===== src/rtl/spi_ip_shift_engine.sv =====
// spi_ip_shift_engine
// SPI master shift engine. Runs the clock divider only while a transfer is in
// flight and turns each half-period time-base strobe into one SCK edge.
// Supports all four CPOL/CPHA modes with a start/busy/done handshake.
// Optional build macro: SPI_IP_LSB_FIRST_EN adds shft_lsb_first_i, which
// selects LSB-first shifting per transfer. When it is undefined, every
// transfer is MSB-first.
module spi_ip_shift_engine #(
    parameter int PARAM_DATA_WIDTH = 8
) (
    input  logic                        shft_clk_i,
    input  logic                        shft_rst_i,
    input  logic                        shft_start_i,
    input  logic [PARAM_DATA_WIDTH-1:0] shft_tx_data_i,
    input  logic                        shft_cpol_i,
    input  logic                        shft_cpha_i,
`ifdef SPI_IP_LSB_FIRST_EN
    input  logic                        shft_lsb_first_i,
`endif
    input  logic                        shft_time_base_i,
    input  logic                        shft_miso_i,
    output logic                        shft_clkd_enable_o,
    output logic                        shft_sck_o,
    output logic                        shft_mosi_o,
    output logic                        shft_ss_n_o,
    output logic                        shft_busy_o,
    output logic                        shft_done_o,
    output logic [PARAM_DATA_WIDTH-1:0] shft_rx_data_o
);

    localparam int W     = PARAM_DATA_WIDTH;
    localparam int CNT_W = $clog2(2 * W);
    localparam logic [CNT_W-1:0] CNT_LAST = CNT_W'(2 * W - 1);

    typedef enum logic [1:0] {
        ST_IDLE,
        ST_XFER,
        ST_DONE
    } state_t;

    state_t           state_q;
    logic [CNT_W-1:0] cnt_q;
    logic [W-1:0]     tx_q, tx_d, tx_shift;
    logic [W-1:0]     rx_q, rx_d;
    logic [W-1:0]     rx_data_q;
    logic             cpol_q, cpha_q, lsb_q;
    logic             sck_q, mosi_q, mosi_d;
    logic             ss_n_q, busy_q, done_q, clkd_en_q;
    logic             leading, last_edge, do_sample, do_drive;
    logic             lsb_first_w;
    logic             first_bit;

`ifdef SPI_IP_LSB_FIRST_EN
    assign lsb_first_w = shft_lsb_first_i;
`else
    assign lsb_first_w = 1'b0;
`endif

    // The first bit goes on MOSI when the start is accepted, so it is valid
    // before the first SCK edge in both CPHA modes.
    assign first_bit = lsb_first_w ? shft_tx_data_i[0] : shft_tx_data_i[W-1];

    // Edge decode for the current tick. The edge number is cnt_q+1, so an even
    // cnt_q is an odd (leading) edge. The shift-out and shift-in values are
    // prepared here and applied only on a tick.
    always_comb begin
        leading   = ~cnt_q[0];
        last_edge = (cnt_q == CNT_LAST);
        if (cpha_q) begin
            // Edge 1 keeps the bit that was driven when the start was accepted.
            do_drive  = leading && (cnt_q != '0);
            do_sample = ~leading;
        end else begin
            // The final trailing edge would push out a bit that is never sampled.
            do_drive  = ~leading && ~last_edge;
            do_sample = leading;
        end
        tx_shift = lsb_q ? (tx_q >> 1) : (tx_q << 1);
        tx_d     = do_drive ? tx_shift : tx_q;
        mosi_d   = mosi_q;
        if (do_drive)
            mosi_d = lsb_q ? tx_shift[0] : tx_shift[W-1];
        rx_d = rx_q;
        if (do_sample)
            rx_d = lsb_q ? {shft_miso_i, rx_q[W-1:1]} : {rx_q[W-2:0], shft_miso_i};
    end

    // Transfer FSM. Every output is registered here. A reset during a transfer
    // drops it immediately and produces no done pulse.
    always_ff @(posedge shft_clk_i) begin
        if (shft_rst_i) begin
            state_q   <= ST_IDLE;
            cnt_q     <= '0;
            tx_q      <= '0;
            rx_q      <= '0;
            rx_data_q <= '0;
            cpol_q    <= 1'b0;
            cpha_q    <= 1'b0;
            lsb_q     <= 1'b0;
            sck_q     <= 1'b0;
            mosi_q    <= 1'b0;
            ss_n_q    <= 1'b1;
            busy_q    <= 1'b0;
            done_q    <= 1'b0;
            clkd_en_q <= 1'b0;
        end else begin
            done_q <= 1'b0;
            case (state_q)
                ST_IDLE: begin
                    // SCK follows the requested idle level so that it already
                    // matches CPOL when the transfer starts.
                    sck_q <= shft_cpol_i;
                    if (shft_start_i) begin
                        tx_q      <= shft_tx_data_i;
                        rx_q      <= '0;
                        cpol_q    <= shft_cpol_i;
                        cpha_q    <= shft_cpha_i;
                        lsb_q     <= lsb_first_w;
                        cnt_q     <= '0;
                        mosi_q    <= first_bit;
                        ss_n_q    <= 1'b0;
                        busy_q    <= 1'b1;
                        clkd_en_q <= 1'b1;
                        state_q   <= ST_XFER;
                    end
                end
                ST_XFER: begin
                    if (shft_time_base_i) begin
                        sck_q  <= ~sck_q;
                        tx_q   <= tx_d;
                        rx_q   <= rx_d;
                        mosi_q <= mosi_d;
                        if (last_edge) begin
                            // Hold the counter at its last value so it never wraps.
                            // rx_data is loaded so it is valid together with done.
                            rx_data_q <= rx_d;
                            done_q    <= 1'b1;
                            clkd_en_q <= 1'b0;
                            state_q   <= ST_DONE;
                        end else begin
                            cnt_q <= cnt_q + CNT_W'(1);
                        end
                    end
                end
                ST_DONE: begin
                    ss_n_q  <= 1'b1;
                    busy_q  <= 1'b0;
                    state_q <= ST_IDLE;
                end
                default: state_q <= ST_IDLE;
            endcase
        end
    end

    assign shft_clkd_enable_o = clkd_en_q;
    assign shft_sck_o         = sck_q;
    assign shft_mosi_o        = mosi_q;
    assign shft_ss_n_o        = ss_n_q;
    assign shft_busy_o        = busy_q;
    assign shft_done_o        = done_q;
    assign shft_rx_data_o     = rx_data_q;

endmodule


===== config.mk =====
export PLATFORM = sky130hd
export DESIGN_NAME = spi_ip_shift_engine
export DESIGN_NICKNAME = d
export VERILOG_FILES = /design/src/rtl/spi_ip_shift_engine.sv
export SDC_FILE = /design/constraint.sdc
export NUM_CORES = 1
export LEC_CHECK = 0
export CAP_MARGIN = 20
export CORE_MARGIN = 2
export CORE_UTILIZATION = 50
export DETAILED_ROUTE_END_ITERATION = 8
export MAX_ROUTING_LAYER = met4
export PLACE_DENSITY = 0.83
export SLEW_MARGIN = 20
export SYNTH_ARGS = -nofsm -noshare
export SYNTH_HDL_FRONTEND = slang
export SYNTH_SLANG_ARGS = --single-unit

===== constraint.sdc =====
create_clock -name shft_clk_i -period 4.5 [get_ports shft_clk_i]
set_clock_uncertainty 0.1 [all_clocks]
set_input_delay 1.125 -clock shft_clk_i [delete_from_list [all_inputs] [get_ports shft_clk_i]]
set_output_delay 1.125 -clock shft_clk_i [all_outputs]
set_load 0.01 [all_outputs]

# == After elaboration in Yosys (flattened, before gate mapping) ==
# Index checks and enable logic that the tools add are counted.
# totals
word_cells,74
inputBits,15
regBits,36
# classes
bitwise,5
eq_ne,8
n_mux,32
n_addsub,1
n_reduce_logical,16
# op_table
cell,n
$mux W8,3
$mux W7,3
$pmux W8 S2,1
$pmux W7 S2,1
$mux W4,3
$reduce_and A4 Y1,3
$mux W1,11
$ne A2 B2 Y1 const B,5
$pmux W1 S2,5
$reduce_and A3 Y1,3
$pmux W4 S2,1
$mux W2,3
$reduce_and A2 Y1,3
$not A1 Y1,5
$add A4 B1 Y4 const B,1
$eq A4 B4 Y1 const B,1
$pmux W2 S2,1
$reduce_bool A2 Y1,2
$reduce_bool A4 Y1,1
$reduce_or A3 Y1,1
$eq A2 B1 Y1 const B,1
$eq A2 B2 Y1 const B,1
$logic_and A1 B1 Y1,2
$logic_not A2 Y1,1

# == Longest topological paths before layout ==
# Gate-level depths: netlist of the first run.
# logic_depth
word_depth,7
depth_mapped,8
mapped_depth_nobuf,6

# == Least setup slack after synthesis of the first run ==
# Ideal clock, no wire load.
# synth_timing
path_type,input-to-reg
from,input shft_rst_i
to,register mosi_q (netlist: shft_mosi_o)
path_slack_ns,2.162
setup_ns,0.122
stages,5
required_time_ns,4.278
arrival_time_ns,2.117
n_path_buf,2
path_cell_list,clkbuf_1 > inv_1 > and3_4 > buf_6 > a221o_1
# synth_rtl
element,line_no,source
start: declaration,12,"input logic shft_rst_i,"
end signal: assignment,120,mosi_q <= first_bit;
end signal: assignment,132,mosi_q <= mosi_d;
end: declaration,47,"logic sck_q, mosi_q, mosi_d;"

# == Worst setup path in the final report of the first run ==
# layout_timing
from,input shft_time_base_i
to,register rx_data_q[4] (netlist: shft_rx_data_o[4])
# layout_between
elab_chain_len,1
# layout_rtl
element,line_no,source
start: declaration,20,"input logic shft_time_base_i,"
$reduce_and A3 Y1 (no source line),--,
end signal: assignment,136,rx_data_q <= rx_d;
end: declaration,45,logic [W-1:0] rx_data_q;
# No other way between the ends.
# A chain may end at the register's enable or synchronous reset.

==> impl_metrics.env, run 1 <==
export IMPL_status="completed"
export IMPL_drive_gt1_frac=0.08000
export IMPL_synth_fp_nets=216
export IMPL_drt_vias_per_instance=5.535
export IMPL_leakage_nw=0.7202
export IMPL_post_cts_resized=0
export IMPL_powerDensity_nw_per_um2=307.3
export IMPL_portBuffers=28
export IMPL_clk_pin_slew_ns=0.11
export IMPL_grt_max_degree=37
export IMPL_critPathLaunchType="input port"
export IMPL_dp_hpwl_microns=2469
export IMPL_clk_insertion_delay_late_ns=0.34
export IMPL_rows=21
export IMPL_num_io_pins=29
export IMPL_place_gp_congestion=0.8083
export IMPL_synth_flop_cell="dfxtp_1"
export IMPL_ff2ff_setup_slack_ns=2.31
export IMPL_drv_cap=0
export IMPL_cts_root_buf="clkbuf_4"
export IMPL_fmax_mhz=353.2
export IMPL_drtIter0Drc=51
export IMPL_power_total_mw=0.6467
export IMPL_numCtsBuffers=5
export IMPL_ys_ff_latch=36
export IMPL_vias=1500
export IMPL_grt_pass1_vias=1409
export IMPL_post_cts_buffers=0
export IMPL_finalSetupViolations=0
export IMPL_die_area_sq_um=3961
export IMPL_worstMarginPinSlew_ns=0.5790
export IMPL_timing_hold_violations_final=0
export IMPL_wl_met2_microns=1740
export IMPL_syn_to_final_growth_pct=21.18
export IMPL_antennaDiodeCount=0
export IMPL_clk_path_buf_depth=2
export IMPL_die_height_microns=62.94
export IMPL_hp_class="reg2reg"
export IMPL_htreeDepth=2
export IMPL_die_w_microns=62.94
export IMPL_worst_setup_path_end_kind="register"
export IMPL_synth_cells=199
export IMPL_synth_compound_area_frac=0.2522
export IMPL_synth_area_mux_share=0.01297
export IMPL_startpoint="shft_time_base_i"
export IMPL_min_from="shft_ss_n_o"
export IMPL_synthSimpleGateAreaFrac=0.2428
export IMPL_grt_pass1_wl_microns=6120
export IMPL_firstDrtPassIters=4
export IMPL_path_class="in2reg"
export IMPL_fin_crit_ns=2.831
export IMPL_m1WireLength_microns=1768
export IMPL_synth_distinct_cells=41
export IMPL_drcViolationCount=0
export IMPL_antenna_found_initial=0
export IMPL_final_nets=241
export IMPL_grtUsageTotal=0.2006
export IMPL_synth_adder_area_share=0.01441
export IMPL_final_common_cell="dfxtp_1"
export IMPL_tns_ns=0
export IMPL_crit_required_ns=4.66
export IMPL_holdBufCountCts=0
export IMPL_synth_edff_count=0
export IMPL_final_cell_mix="dfxtp_1, clkdlybuf4s50_1, nand2_1"
export IMPL_topRoutingLayerUsed="met4"
export IMPL_grt_overflow=0
export IMPL_whs_path_depth=2
export IMPL_post_route_period_util=0.6291
export IMPL_worstPathMaxFanout=16
export IMPL_arrival_ns=2.99
export IMPL_wl_per_cell_microns=13.59
export IMPL_synth_xor_area_frac=0.01873
export IMPL_syn_area_per_cell_sq_um=8.727
export IMPL_ff2ff_path_depth=4
export IMPL_drt_total_wl_microns=3682
export IMPL_wl_met3_microns=146
export IMPL_final_util=0.6307
export IMPL_core_area_sq_um=3337
export IMPL_drv_slew=0
export IMPL_irDropWorstVdd_v=0.0002184
export IMPL_max_slew_margin_rel=0.6136
export IMPL_cts_sinks=36
export IMPL_synth_top_family_by_area="compound AO/OA/AOI/OAI gates"
export IMPL_rsz0062_at_grt="no"
export IMPL_tritoncts="done"
export IMPL_yosys_warnings=0
export IMPL_rr_startpoint="state_q[0]"
export IMPL_ant_nets=0
export IMPL_start_util=0.5204
export IMPL_min_to="shft_ss_n_o"
export IMPL_r2r_end="shft_rx_data_o[4]"
export IMPL_netlist_area_sq_um=1737
export IMPL_async_flop_share=0
export IMPL_yosysSeqAreaShare=0.4150
==> layout make-up <==
cell class	instances	area, sq um
Clock buffer	6	41.29
Clock inverter	2	35.03
Fill cell	310	1232
Inverter	6	22.52
Multi-Input combinational cell	146	939.7
Sequential cell	36	720.7
Tap cell	46	57.56
Timing Repair Buffer	29	287.8
==> cell families after synthesis <==
family / after synthesis
buffers and inverters: 17
and+or+nand+nor: 83
DFF: 36
muxes: 2
adders and majority gates: 2
AOI/OAI and AO/OA: 57
xor gates and xnor gates: 2
==> critical path, stage by stage <==
cell and delay, ns:
clkdlybuf4s50_1 0.56, nand3b_1 0.34, nor2_2 0.59, nor2_1 0.13
a311oi_1 0.25
==> synth_stat cells (2+ instances only) <==
cell type  instances  area share
nor2b_1            8       0.029
buf_1              2      0.0043
mux2_2             2       0.013
o21a_1             2      0.0086
nand3_1            2      0.0058
dfxtp_1           36        0.41
nor2_1            25       0.054
clkbuf_1           4      0.0086
nand2_1           26       0.056
nand4_1            3       0.011
o2bb2ai_1          7       0.035
ha_1               2       0.014
inv_1              6       0.013
and2b_1            2      0.0086
a311oi_1           8       0.040
a221o_1            7       0.040
buf_2              4       0.012
nor4b_1            7       0.035
a22oi_1            9       0.039
nor3_1             2      0.0058
a21oi_1           15       0.043
==> worst max path at each step <==
stage | to | slack, ns
floorplan | shft_mosi_o | 2.16
global placement | shft_rx_data_o[0] | 1.44
detailed placement | shft_rx_data_o[4] | 1.36
CTS | shft_rx_data_o[4] | 1.71
global route | shft_rx_data_o[6] | 1.51
finish | shft_rx_data_o[4] | 1.67
==> state kept, by name, summed over array words and instances, names as in the netlist <==
register / cells
shft_busy_o: 1
shft_mosi_o: 1
shft_sck_o: 1
cnt_q: 4
state_q: 2
cpha_q: 1
shft_done_o: 1
shft_ss_n_o: 1
rx_q: 8
shft_rx_data_o: 8
tx_q: 7
shft_clkd_enable_o: 1
==> stage by stage <==
stage	hold slack (ns)	instance area, sq um	worst slack [ns]	instances
6_report	0.3475	2105	1.669	271
5_1_grt	0.3909	2105	1.510	271
4_1_cts	0.3526	2105	1.713	271
3_5_place_dp	0.3385	2028	1.362	263
3_3_place_gp	0.3309	2028	1.436	263
2_1_floorplan	0.3588	1737	2.162	199
==> where the power goes <==
| part | internal [mW] | switching, mW | total [mW] |
|---|---|---|---|
| clock | 0.116 | 0.106 | 0.222 |
| sequential | 0.329 | 0.0115 | 0.340 |
| combinational | 0.0410 | 0.0432 | 0.0842 |
==> routing by layer <==
layer	track usage	up-vias
met5	-	-
met4	0.1083	0
met3	0.04505	2
met2	0.3019	31
met1	0.2497	688
li1	-	779
Power figures use the tool's default switching activity.
==> inputs of run 2 (changes only) <==
clock period = 2.8 ns   (was 4.5 ns; I/O delays follow)
==> impl_metrics.env, run 2 (synthesis results as in run 1) <==
export IMPL_numCtsBuffers=5
export IMPL_drive_gt1_frac=0.08772
export IMPL_drv_slew=0
export IMPL_grt_pass1_vias=1388
export IMPL_fin_crit_ns=2.211
export IMPL_grtUsageTotal=0.2071
export IMPL_r2r_end="shft_rx_data_o[0]"
export IMPL_htreeDepth=2
export IMPL_final_nets=244
export IMPL_cts_root_buf="clkbuf_4"
export IMPL_clk_path_buf_depth=2
export IMPL_hold_worst_slack_ns=0.3471
export IMPL_wl_per_cell_microns=13.77
export IMPL_dp_hpwl_microns=2594
export IMPL_max_slew_margin_rel=0.6362
export IMPL_vias=1543
export IMPL_clk_pin_slew_ns=0.10
export IMPL_rows=21
export IMPL_irDropWorstVdd_v=0.0003124
export IMPL_leakage_nw=0.7258
export IMPL_drcViolationCount=0
export IMPL_status="completed"
export IMPL_min_from="shft_ss_n_o"
export IMPL_fill_cells=304
export IMPL_power_total_mw=0.9762
export IMPL_drt_vias_per_instance=5.631
export IMPL_holdBufCountCts=0
export IMPL_worst_setup_path_end_kind="register"
export IMPL_place_gp_congestion=0.8377
export IMPL_arrival_ns=2.41
export IMPL_drtIter0Drc=88
export IMPL_final_common_cell="dfxtp_1"
export IMPL_post_cts_buffers=0
export IMPL_critPathLaunchType="input port"
export IMPL_timing_hold_violations_final=0
export IMPL_core_area_sq_um=3337
export IMPL_grt_max_degree=36
export IMPL_rr_startpoint="cnt_q[0]"
export IMPL_seqCellArea_sq_um=720.7
export IMPL_die_w_microns=62.94
export IMPL_startpoint="shft_start_i"
export IMPL_path_class="in2reg"
export IMPL_portBuffers=28
export IMPL_tritoncts="done"
export IMPL_antenna_found_initial=0
export IMPL_final_cell_area_sq_um=2110
export IMPL_hp_class="reg2reg"
export IMPL_grt_pass1_wl_microns=6334
export IMPL_drt_total_wl_microns=3774
export IMPL_post_cts_resized=0
export IMPL_dp_cells=266
export IMPL_num_io_pins=29
export IMPL_grt_overflow=0
export IMPL_rsz0062_at_grt="no"
export IMPL_finalSetupViolations=0
export IMPL_die_height_microns=62.94
export IMPL_crit_required_ns=3.00
export IMPL_worstMarginPinSlew_ns=0.5420
export IMPL_fmax_mhz=452.3
export IMPL_firstDrtPassIters=5
export IMPL_antennaDiodeCount=0
export IMPL_multi_input_area_sq_um=939.7
export IMPL_ant_nets=0
export IMPL_min_to="shft_ss_n_o"
export IMPL_start_util=0.5204
export IMPL_ff2ff_setup_slack_ns=0.76
export IMPL_dpl_cell_area_sq_um=2051
export IMPL_ff2ff_path_depth=5
export IMPL_tns_ns=0
export IMPL_die_area_sq_um=3961
export IMPL_final_cell_mix="dfxtp_1, clkdlybuf4s50_1, nand2_1"
export IMPL_drv_cap=0
export IMPL_whs_path_depth=2
export IMPL_powerDensity_nw_per_um2=462.8
export IMPL_cts_sinks=36
export IMPL_layoutNonFillerInstCount=274
export IMPL_clk_insertion_delay_late_ns=0.35
export IMPL_worstPathMaxFanout=12
export IMPL_post_route_period_util=0.7897
export IMPL_syn_to_final_growth_pct=21.47
[run 2: cell types whose count changed in the layout (fill, tap and decap cells not counted)]
cell | before | now
clkinv_2 | 1 | 0
clkbuf_8 | 0 | 1
clkbuf_1 | 1 | 2
bufinv_16 | 1 | 0
buf_4 | 1 | 4
[run 2: cell type report]
type,count,area share
multi-input combinational,146,0.4454
sequential,36,0.3416
timing repair buffer,32,0.1471
clock buffer,8,0.02788
tap,46,0.02728
inverter,6,0.01068
[run 2: layer usage]
| layer | vias to the layer above | global-route usage | wire [microns] |
|---|---|---|---|
| met5 | - | - | 0 |
| met4 | 0 | 0.08333 | 58 |
| met3 | 5 | 0.06486 | 183 |
| met2 | 34 | 0.3098 | 1680 |
| met1 | 719 | 0.2593 | 1852 |
| li1 | 785 | - | - |
[run 2: report_power, final]
part           internal (mW)  total (mW)  switching [mW]
sequential             0.528       0.547          0.0186
clock                  0.124       0.292           0.168
combinational         0.0668       0.138          0.0708
[run 2: how the worst max path moves through the flow]
stage,to,slack [ns],cells past startpoint
detailed placement,tx_q[3],0.19,5
global placement,tx_q[4],0.21,5
global route,shft_rx_data_o[0],0.44,5
floorplan,shft_mosi_o,0.89,5
CTS,tx_q[2],0.56,5
finish,tx_q[3],0.59,5
[run 2: worst max-delay path: stages]
cell and delay, ns:
clkdlybuf4s50_1 0.74, nor2b_1 0.51, a21oi_1 0.14, o2bb2ai_1 0.17, a221o_1 0.15
[run 2: metrics by stage]
| stage | util | setup WS (ns) |
|---|---|---|
| 2_1_floorplan | - | 0.8867 |
| 3_3_place_gp | 0.6145 | 0.2129 |
| 3_5_place_dp | 0.6145 | 0.1880 |
| 4_1_cts | 0.6322 | 0.5592 |
| 5_1_grt | 0.6322 | 0.4408 |
| 6_report | 0.6322 | 0.5889 |
==> inputs of run 3 (changes only) <==
clock period = 2.3 ns   (was 2.8 ns; I/O delays follow)
==> impl_metrics.env, run 3 (synthesis results as in run 1) <==
export IMPL_hp_class="reg2reg"
export IMPL_path_class="reg2reg"
export IMPL_die_w_microns=62.94
export IMPL_cts_root_buf="clkbuf_4"
export IMPL_combPwrFrac=0.135
export IMPL_power_switching_mw=0.3211
export IMPL_post_cts_resized=0
export IMPL_min_to="shft_ss_n_o"
export IMPL_num_io_pins=29
export IMPL_die_area_sq_um=3961
export IMPL_post_cts_buffers=0
export IMPL_clk_insertion_delay_late_ns=0.34
export IMPL_m1WireLength_microns=1778
export IMPL_grt_pass1_vias=1487
export IMPL_slowest_stage="dfxtp_1"
export IMPL_ff2ff_setup_slack_ns=0.33
export IMPL_wl_per_cell_microns=13.66
export IMPL_tritoncts="done"
export IMPL_timing_hold_violations_final=0
export IMPL_worst_setup_path_end_kind="register"
export IMPL_ant_nets=0
export IMPL_place_gp_congestion=0.7824
export IMPL_critPathLaunchType="register"
export IMPL_final_nets=247
export IMPL_fill_cells=295
export IMPL_p_seq_frac=0.521
export IMPL_vias=1589
export IMPL_firstDrtPassIters=4
export IMPL_syn_to_final_growth_pct=24.50
export IMPL_drcViolationCount=0
export IMPL_wl_met2_microns=1778
export IMPL_r2r_end="tx_q[4]"
export IMPL_critPathTopFamily="flip-flops"
export IMPL_status="completed"
export IMPL_wl_met3_microns=173
export IMPL_numCtsBuffers=5
export IMPL_drv_cap=0
export IMPL_cpPeakStageDelay_ns=0.54
export IMPL_powerDensity_nw_per_um2=591.1
export IMPL_whs_path_depth=2
export IMPL_die_height_microns=62.94
export IMPL_fmax_mhz=508.4
export IMPL_cts_sinks=36
export IMPL_leakage_nw=0.7524
export IMPL_clk_pin_slew_ns=0.11
export IMPL_cp_buffers_inverters=1
export IMPL_clk_path_buf_depth=2
export IMPL_grtUsageTotal=0.2091
export IMPL_final_common_cell="dfxtp_1"
export IMPL_worstPathMaxFanout=9
export IMPL_fin_crit_ns=1.967
export IMPL_irDropWorstVdd_v=0.0003644
export IMPL_grt_max_degree=23
export IMPL_worstMarginPinSlew_ns=0.5454
export IMPL_htreeDepth=2
export IMPL_drt_vias_per_instance=5.736
export IMPL_topRoutingLayerUsed="met4"
export IMPL_final_util=0.6479
export IMPL_drtIter0Drc=67
export IMPL_drt_total_wl_microns=3783
export IMPL_antennaDiodeCount=0
export IMPL_seqCellArea_sq_um=720.7
export IMPL_max_slew_margin_rel=0.6340
export IMPL_holdBufCountCts=0
export IMPL_drv_slew=0
export IMPL_grt_overflow=0
export IMPL_antenna_found_initial=0
export IMPL_arrival_ns=2.11
export IMPL_swShare=0.2512
export IMPL_rsz0062_at_grt="no"
export IMPL_final_cell_mix="dfxtp_1, clkdlybuf4s50_1, nand2_1"
export IMPL_crit_required_ns=2.44
export IMPL_dp_hpwl_microns=2614
export IMPL_grt_pass1_wl_microns=6499
export IMPL_tns_ns=0
export IMPL_power_share_clock=0.344
export IMPL_ff2ff_path_depth=6
export IMPL_intPower_mw=0.9570
export IMPL_finalSetupViolations=0
export IMPL_min_from="shft_ss_n_o"
export IMPL_drive_gt1_frac=0.1039
export IMPL_start_util=0.5204
export IMPL_rr_startpoint="cnt_q[0]"
export IMPL_rows=21
export IMPL_portBuffers=28
export IMPL_post_route_period_util=0.8552
export IMPL_worstPathCellList="inv_1, ha_1, or3b_4, a22oi_4, and3_4, a221o_1"
export IMPL_core_area_sq_um=3337
export IMPL_multi_input_area_sq_um=939.7
[run 3: metrics by stage]
stage | cell area, sq um | power [mW] | hold slack (ns) | cells | setup slack, ns
global route | 2162 | 1.331 | 0.3955 | 277 | 0.2193
CTS | 2162 | 1.283 | 0.3513 | 277 | 0.3291
detailed placement | 2086 | 0.8505 | 0.3354 | 269 | 0.02684
floorplan | 1737 | 0.7839 | 0.3588 | 199 | 0.4282
global placement | 2086 | 0.8490 | 0.3314 | 269 | 0.08931
finish | 2162 | 1.278 | 0.3449 | 277 | 0.3331
[run 3: power groups by stage]
stage	clock network, mW	registers [mW]	logic, mW
after global placement	0	0.679	0.170
after detailed placement	0	0.680	0.171
after floorplan	0	0.674	0.110
final	0.440	0.666	0.173
after CTS	0.445	0.665	0.172
after global routing	0.473	0.669	0.189
[run 3: final cells by class]
| type | instances | share of cell area |
|---|---|---|
| sequential | 36 | 0.3333 |
| multi-input combinational | 146 | 0.4346 |
| timing repair buffer | 35 | 0.1597 |
| clock buffer | 6 | 0.01910 |
| inverter | 6 | 0.01042 |
| clock inverter | 2 | 0.01620 |
| tap | 46 | 0.02662 |
[run 3: worst min-delay path: stages (launching register included)]
cell and delay [ns]:
dfxtp_1 0.32, nand2_1 0.05, nand2_1 0.04
[run 3: worst max-delay path by stage]
stage,cells after the start,slack [ns],startpoint,to
6_report,6,0.33,cnt_q[0],tx_q[4]
5_1_grt,6,0.22,cnt_q[0],tx_q[4]
4_1_cts,6,0.33,cnt_q[0],tx_q[4]
3_5_place_dp,5,0.03,shft_start_i,tx_q[2]
3_3_place_gp,5,0.09,shft_start_i,tx_q[6]
2_1_floorplan,8,0.43,cnt_q[0],shft_mosi_o
[run 3: routing by layer]
metal,track usage,up-vias
li1,-,793
met2,0.3218,41
met4,0.09167,0
met5,-,-
met1,0.2548,749
met3,0.05946,6
